===== src/rtl/pipeline_pkg.sv =====
// Shared types and hazard stall-depth constants for the 5-stage pipeline control.
// Stall depths depend on whether the register file bypasses the WB write.
package pipeline_pkg;

  typedef enum logic {RUN = 1'b0, STALL = 1'b1} state_t;

  localparam logic [4:0] REG_ZERO = 5'd0;

  // Cycles the ID instruction must wait for a producer in each stage.
  function automatic logic [1:0] ex_stall_depth(input int unsigned wb_bypass);
    return (wb_bypass != 0) ? 2'd2 : 2'd3;
  endfunction

  function automatic logic [1:0] mem_stall_depth(input int unsigned wb_bypass);
    return (wb_bypass != 0) ? 2'd1 : 2'd2;
  endfunction

  function automatic logic [1:0] wb_stall_depth(input int unsigned wb_bypass);
    return (wb_bypass != 0) ? 2'd0 : 2'd1;
  endfunction

endpackage


===== src/rtl/raw_hazard_detect.sv =====
// Combinational RAW detector: returns the number of stall cycles the ID
// instruction needs before its sources are readable (0 = none).
module raw_hazard_detect
  import pipeline_pkg::*;
#(
  parameter int unsigned WB_BYPASS = 1
) (
  input  logic [4:0] id_rs,
  input  logic [4:0] id_rt,
  input  logic       id_uses_rs,
  input  logic       id_uses_rt,
  input  logic [4:0] ex_write_reg,
  input  logic       ex_reg_write,
  input  logic [4:0] mem_write_reg,
  input  logic       mem_reg_write,
  input  logic [4:0] wb_write_reg,
  input  logic       wb_reg_write,
  output logic [1:0] need_o
);

  localparam logic [1:0] EX_N  = ex_stall_depth(WB_BYPASS);
  localparam logic [1:0] MEM_N = mem_stall_depth(WB_BYPASS);
  localparam logic [1:0] WB_N  = wb_stall_depth(WB_BYPASS);

  logic ex_hit, mem_hit, wb_hit;

  assign ex_hit =
      (id_uses_rs && ex_reg_write && (id_rs == ex_write_reg) && (id_rs != REG_ZERO)) ||
      (id_uses_rt && ex_reg_write && (id_rt == ex_write_reg) && (id_rt != REG_ZERO));
  assign mem_hit =
      (id_uses_rs && mem_reg_write && (id_rs == mem_write_reg) && (id_rs != REG_ZERO)) ||
      (id_uses_rt && mem_reg_write && (id_rt == mem_write_reg) && (id_rt != REG_ZERO));
  assign wb_hit =
      (id_uses_rs && wb_reg_write && (id_rs == wb_write_reg) && (id_rs != REG_ZERO)) ||
      (id_uses_rt && wb_reg_write && (id_rt == wb_write_reg) && (id_rt != REG_ZERO));

  // Depths shrink monotonically with stage age, so priority order yields the max.
  always_comb begin
    need_o = 2'd0;
    if (ex_hit)       need_o = EX_N;
    else if (mem_hit) need_o = MEM_N;
    else if (wb_hit)  need_o = WB_N;
  end

endmodule


===== src/rtl/hazard_stall_controller.sv =====
// Pipeline sequencing: stalls on RAW hazards (no forwarding), squashes the
// three younger instructions on a taken branch, and counts stalls/flushes.
module hazard_stall_controller
  import pipeline_pkg::*;
#(
  parameter int unsigned WB_BYPASS = 1,
  parameter int unsigned CNT_W     = 32
) (
  input  logic             clock,
  input  logic             reset_n,
  input  logic [4:0]       id_rs,
  input  logic [4:0]       id_rt,
  input  logic             id_uses_rs,
  input  logic             id_uses_rt,
  input  logic [4:0]       ex_write_reg,
  input  logic             ex_reg_write,
  input  logic [4:0]       mem_write_reg,
  input  logic             mem_reg_write,
  input  logic [4:0]       wb_write_reg,
  input  logic             wb_reg_write,
  input  logic             mem_pcsrc,
  output logic             pc_write_en,
  output logic             ifid_write_en,
  output logic             ifid_flush,
  output logic             idex_flush,
  output logic             exmem_flush,
  output logic [CNT_W-1:0] stall_count,
  output logic [CNT_W-1:0] flush_count
);

  logic [1:0] need;

  raw_hazard_detect #(.WB_BYPASS(WB_BYPASS)) u_detect (
    .id_rs         (id_rs),
    .id_rt         (id_rt),
    .id_uses_rs    (id_uses_rs),
    .id_uses_rt    (id_uses_rt),
    .ex_write_reg  (ex_write_reg),
    .ex_reg_write  (ex_reg_write),
    .mem_write_reg (mem_write_reg),
    .mem_reg_write (mem_reg_write),
    .wb_write_reg  (wb_write_reg),
    .wb_reg_write  (wb_reg_write),
    .need_o        (need)
  );

  state_t           state_q, state_d;
  logic [1:0]       rem_q, rem_d;
  logic [CNT_W-1:0] stall_cnt_q, stall_cnt_d;
  logic [CNT_W-1:0] flush_cnt_q, flush_cnt_d;

  always_comb begin
    state_d       = state_q;
    rem_d         = rem_q;
    stall_cnt_d   = stall_cnt_q;
    flush_cnt_d   = flush_cnt_q;
    pc_write_en   = 1'b1;
    ifid_write_en = 1'b1;
    ifid_flush    = 1'b0;
    idex_flush    = 1'b0;
    exmem_flush   = 1'b0;
    if (!reset_n) begin
      pc_write_en   = 1'b0;
      ifid_write_en = 1'b0;
      ifid_flush    = 1'b1;
      idex_flush    = 1'b1;
      exmem_flush   = 1'b1;
      state_d       = RUN;
      rem_d         = 2'd0;
      stall_cnt_d   = '0;
      flush_cnt_d   = '0;
    end else if (mem_pcsrc) begin
      // Taken branch wins: the stalled ID instruction is squashed with the rest.
      ifid_flush  = 1'b1;
      idex_flush  = 1'b1;
      exmem_flush = 1'b1;
      state_d     = RUN;
      rem_d       = 2'd0;
      flush_cnt_d = flush_cnt_q + CNT_W'(1);
    end else if (state_q == STALL) begin
      pc_write_en   = 1'b0;
      ifid_write_en = 1'b0;
      idex_flush    = 1'b1;
      stall_cnt_d   = stall_cnt_q + CNT_W'(1);
      rem_d         = rem_q - 2'd1;
      if (rem_q == 2'd1) state_d = RUN;
    end else if (need != 2'd0) begin
      pc_write_en   = 1'b0;
      ifid_write_en = 1'b0;
      idex_flush    = 1'b1;
      stall_cnt_d   = stall_cnt_q + CNT_W'(1);
      if (need > 2'd1) begin
        state_d = STALL;
        rem_d   = need - 2'd1;
      end
    end
  end

  always_ff @(posedge clock) begin
    if (!reset_n) begin
      state_q     <= RUN;
      rem_q       <= 2'd0;
      stall_cnt_q <= '0;
      flush_cnt_q <= '0;
    end else begin
      state_q     <= state_d;
      rem_q       <= rem_d;
      stall_cnt_q <= stall_cnt_d;
      flush_cnt_q <= flush_cnt_d;
    end
  end

  assign stall_count = stall_cnt_q;
  assign flush_count = flush_cnt_q;

endmodule


===== config.mk =====
export PLATFORM = sky130hd
export DESIGN_NAME = hazard_stall_controller
export DESIGN_NICKNAME = d
export VERILOG_FILES = /design/src/rtl/pipeline_pkg.sv /design/src/rtl/raw_hazard_detect.sv /design/src/rtl/hazard_stall_controller.sv
export SDC_FILE = /design/constraint.sdc
export NUM_CORES = 1
export LEC_CHECK = 0
export ABC_AREA = 1
export BUFFER_PORTS_ARGS = -buffer_cell sky130_fd_sc_hd__buf_2
export CELL_PAD_IN_SITES_DETAIL_PLACEMENT = 0
export CELL_PAD_IN_SITES_GLOBAL_PLACEMENT = 2
export CORE_MARGIN = 4
export CORE_UTILIZATION = 30
export CTS_CLUSTER_SIZE = 16
export DETAILED_ROUTE_END_ITERATION = 8
export HOLD_SLACK_MARGIN = 0.1
export PLACE_DENSITY = 0.9
export SETUP_SLACK_MARGIN = 0.4
export SLEW_MARGIN = 20
export SYNTH_ARGS = -nofsm -noshare
export SYNTH_HDL_FRONTEND = slang
export SYNTH_SLANG_ARGS = --single-unit
export TNS_END_PERCENT = 20

===== constraint.sdc =====
create_clock -name clock -period 2.25 [get_ports clock]
set_input_delay 0.225 -clock clock [delete_from_list [all_inputs] [get_ports clock]]
set_output_delay 0.225 -clock clock [all_outputs]
set_load 0.02 [all_outputs]

# Yosys cells after proc, flatten, opt, wreduce, memory -nomap -nowiden
# Cells that the tools add are included.
[totals]
regBits = 67
output_inout_bits = 69
word_cells = 59
[op_classes]
n_addsub = 4
magnitude_cmp = 1
eq_ne = 5
muxes = 21
n_bitwise = 2
reduce_logical = 22
[ops]
columns = ["cell", "count"]
rows = [
  ["$add 32x1->32 const B", 2],
  ["$mux 32", 2],
  ["$eq 5x5->1", 4],
  ["$mux 1", 15],
  ["$logic_and 1x1->1", 12],
  ["$reduce_bool 5->1", 2],
  ["$mux 2", 4],
  ["$reduce_bool 2->1", 3],
  ["$reduce_and 2->1", 2],
  ["$sub 2x1->2 const B", 2],
  ["$eq 2x1->1 const B", 1],
  ["$gt 2x1->1 const B", 1],
  ["$logic_or 1x1->1", 2],
  ["$not 1->1", 2],
  ["$reduce_or 2->1", 1],
]

# Logic depth before layout (Yosys ltp)
[logic_depth]
depth_word = 11
mapped_depth = 13

# By module
# Synthesis repeated with hierarchy kept, for this count alone.
[unflattened]
hier_cells = 698
hier_area_um2 = 4261.6
[by_module_without_submodules]
columns = ["module", "n_inst", "cells_each", "area_per_inst_um2", "seq_area_each_um2"]
rows = [
  ["hazard_stall_controller", 1, 582, 3794.9, 1341.3],
  ["raw_hazard_detect", 1, 116, 466.7, 0.0],
]

# Worst setup path after synthesis
# OpenSTA, ideal clock, no wires.
[synth_timing]
kind = "input to output"
start = "input port id_rs[3]"
end = "output port pc_write_en"
arrival_ps = 1644
t_required_ps = 2025
setup_slack_ps = 381
stages = 10
path_buffers = 3
path_cell_list = "inv_1 nand4_1 nand2_1 nor2_1 nor2_1 nand3_2 buf_6 buf_6 a21oi_1 buf_4"
[synth_between]
elab_chain_len = 11
elab_cells_between_ends = 16
cone_classes = "eq/ne (2); mux (6); reduce/logical (8)"
[synth_lines]
columns = ["item", "line_no", "rtl"]
rows = [
  ["from (decl)", "hazard_stall_controller.sv:11", "input logic [4:0] id_rs,"],
  ["$eq 5x5->1", "raw_hazard_detect.sv:31", "(id_uses_rs && mem_reg_write && (id_rs == mem_write_reg) && (id_rs != REG_ZERO)) ||"],
  ["$logic_and 1x1->1 (2 in a row)", "raw_hazard_detect.sv:31", ""],
  ["$logic_or 1x1->1", "raw_hazard_detect.sv:31", ""],
  ["$mux 1", "raw_hazard_detect.sv:41", "else if (mem_hit) need_o = MEM_N;"],
  ["$mux 2 (*)", "raw_hazard_detect.sv:40", "if (ex_hit) need_o = EX_N;"],
  ["$reduce_bool 2->1 (*)", "hazard_stall_controller.sv:87", "end else if (need != 2'd0) begin"],
  ["$mux 1 (*) (4 in a row)", "--", ""],
  ["to (decl)", "hazard_stall_controller.sv:22", "output logic pc_write_en,"],
]
# Every way passes the cells marked *; elsewhere a longest branch is shown, timed or not.

# Worst setup path in the final report
[layout_timing]
start = "register stall_cnt_q[3] (netlist: stall_count[3])"
end = "register stall_cnt_q[17] (netlist: stall_count[17])"
[layout_between]
elab_chain_len = 3
[layout_lines]
columns = ["item", "line_no", "rtl"]
rows = [
  ["from (decl)", "hazard_stall_controller.sv:49", "logic [CNT_W-1:0] stall_cnt_q, stall_cnt_d;"],
  ["from (signal assigned)", "hazard_stall_controller.sv:108", "stall_cnt_q <= stall_cnt_d;"],
  ["$add 32x1->32 (*)", "hazard_stall_controller.sv:84, hazard_stall_controller.sv:91", ""],
  ["$mux 32", "hazard_stall_controller.sv:87", ""],
  ["$mux 32 (*)", "hazard_stall_controller.sv:80", "end else if (state_q == STALL) begin"],
]
# Every way passes the cells marked *; elsewhere a longest branch is shown, timed or not. The select of a mux whose other input is x is not followed.
# A chain may end at the register's enable or synchronous reset.

==> results.cfg <==
[sta]
hold_violations = 0
min_period_over_period = 0.752
worst_slew_pin_slew_ns = 0.576
setup_slack_ns = 0.559
drv_slew = 0
whs_ns = 0.332
setup_tns_ns = 0
skew_ns = 0.00678
max_freq_mhz = 591
relSlewSlack = 0.616
rsz0062_at_grt = true
post-route-min-period_ns = 1.69
setup_viol = 0

[cells_and_area]
diodes = 0
fill_cells = 1442
final_cell_mix = nand2_1 (170), nor2_1 (124), buf_2 (95)
final_common_cell = nand2_1
nets = 781
fin_cells = 921
drive_above_1_share = 0.199
utilization = 0.387
syn_to_final_growth_pct = 24.0

[run]
drv_cap = 0

[placed_design]
dp_slack_ns = 0.385
gp_congestion = 0.854
placed_cells = 906
io_buffers = 95
dp_hpwl_mm = 8.77

[critical_path]
max_stage_delay_ns = 0.40
slowest_stage = dfxtp_1
crit_chain = nand2_1 -> nor3_2 -> nand2_1 -> nor4_1 -> nand3_1 -> nand2_1 -> nor2_1
path_common_cell = nand2_1
endpoint_kind = flip-flop
crit_required_ns = 2.48
critPathKind = reg2reg
worstPathArrival_ns = 1.92
start_kind = flip-flop
cp_max_fo = 5

[grt]
grt_first_pass_wirelength_mm = 19.7
grt_pass1_vias = 4172
overflow = 0
grt_max_degree = 65
grt_use_total = 0.162
antenna_found_initial = 0

[floorplanning]
rows = 41
initial_core_util = 0.312
fp.coreArea_um2 = 12800
fp.dieH_um = 124
dieArea_um2 = 15300
dieWidth_um = 124
io_pins = 102

[routing]
dr.pass1.iters = 5
vias = 4370
drt-initial-drc-count = 196
wl_mm = 11.6
antenna_left = 0
wl_per_cell_um = 12.6
via_per_inst = 4.74
drc_errors = 0

[yosys]
yosysSeqAreaShare = 0.335
syn_area_per_cell_um2 = 6.14
synth-edff-count = 0
synth_nets = 688
syn-cell-area_um2 = 4000
ys.flop_type = dfxtp_1
synth_seq_cells = 67
ys.warnings.count = 0
netlist-cell-type-count = 36
synthArstFlopShare = 0
synth_cells = 652

[cts]
root_buffer = clkbuf_16
post_cts_buffers = 0
cts.sinks = 67
cts_tree = done
path_clk_slew_ns = 0.05
ctsHtreeMaxLevel = 3
clockBufferDepth = 2
cts_buffers = 9
ctsHoldBuffers = 0
clkLatencyLatePin_ns = 0.34

[power_and_ir_drop]
powerDensity_nw_per_um2 = 560
power.leakage_nw = 2.22
ir_worst_vdd_mv = 0.331

[status]
outcome = finished clean

[min_path]
hp-class = in2reg
-- critical path: cells and delay by family, from the launching register on --
kind,cells,cell delay (ns)
simple gates,7,1.17
flops,1,0.40
-- layer usage --
metal  routed length, µm  track usage  part of all wire
met1                5410        0.208              0.46
met2                5490        0.266              0.47
met3                 579       0.0398             0.050
met4                 157       0.0567             0.013
met5                   0            0                 0
-- cells in the mapped netlist, types with 4 or more instances --
cell type,number,area [µm²]
nand2_1,170,638
nor2_1,129,484
dfxtp_1,67,1340
inv_1,62,233
nand3_1,62,310
a21oi_1,52,260
nor3_1,15,75.1
nand4_1,13,81.3
o21ai_0,11,55.1
inv_2,8,30.0
buf_6,6,67.6
clkbuf_1,5,18.8
nor2_2,5,31.3
buf_4,4,30.0
nor3_2,4,40.0
xnor2_1,4,35.0
-- worst paths after layout --
kind	from	to	slack, ns	cells past startpoint
hold / removal	reset_n	rem_q[0]	0.33	5
setup / recovery	stall_count[3]	stall_count[17]	0.56	7
setup reg to reg	stall_count[3]	stall_count[17]	0.56	7
hold reg to reg	flush_count[29]	flush_count[29]	0.46	2
-- area by class of cell --
cell class                 count  area [µm²]  area share
tap                          172         215      0.0434
clock buffer                  12         236      0.0476
inverter                      71         267      0.0537
clock inverter                 3        40.0     0.00807
multi-input combinational    496        2330       0.470
timing repair buffer         100         526       0.106
sequential                    67        1350       0.271
-- per-stage QoR --
| stage | cell area, µm² | power, W |
|---|---|---|
| 2_1_floorplan | 4010 | 0.00137 |
| 3_3_place_gp | 4620 | 0.00144 |
| 5_1_grt | 4960 | 0.00290 |
| 4_1_cts | 4900 | 0.00283 |
| 3_5_place_dp | 4620 | 0.00145 |
| 6_report | 4960 | 0.00278 |
-- timing repair --
item                                   in CTS  in global routing
setup endpoints to repair                   1                 18
endpoints found under the hold margin       0                  0
gates resized for setup                     1                 16
gates cloned                                0                  0
-- flip-flops by register name (all words and copies together), names as in the netlist --
signal       count
rem_q            2
state_q          1
flush_count     32
stall_count     32
-- power breakdown --
part           internal (W)  switching, W  total, W
clock network      0.000849      0.000511   0.00136
logic             0.0000758      0.000145  0.000221
registers           0.00119    0.00000826   0.00120
-- cells by family (layout without fill, tap and decap cells) --
group / after synthesis / count (layout) / share of synthesized area
DFF: 67 / 67 / 0.335
adders and majority gates: 3 / 3 / 0.00938
xor gates and xnor gates: 7 / 7 / 0.0153
buffers and inverters: 89 / 186 / 0.0987
AOI/OAI and AO/OA: 75 / 75 / 0.0994
and+or+nand+nor: 411 / 411 / 0.442
(Power assumes the default switching activity.)
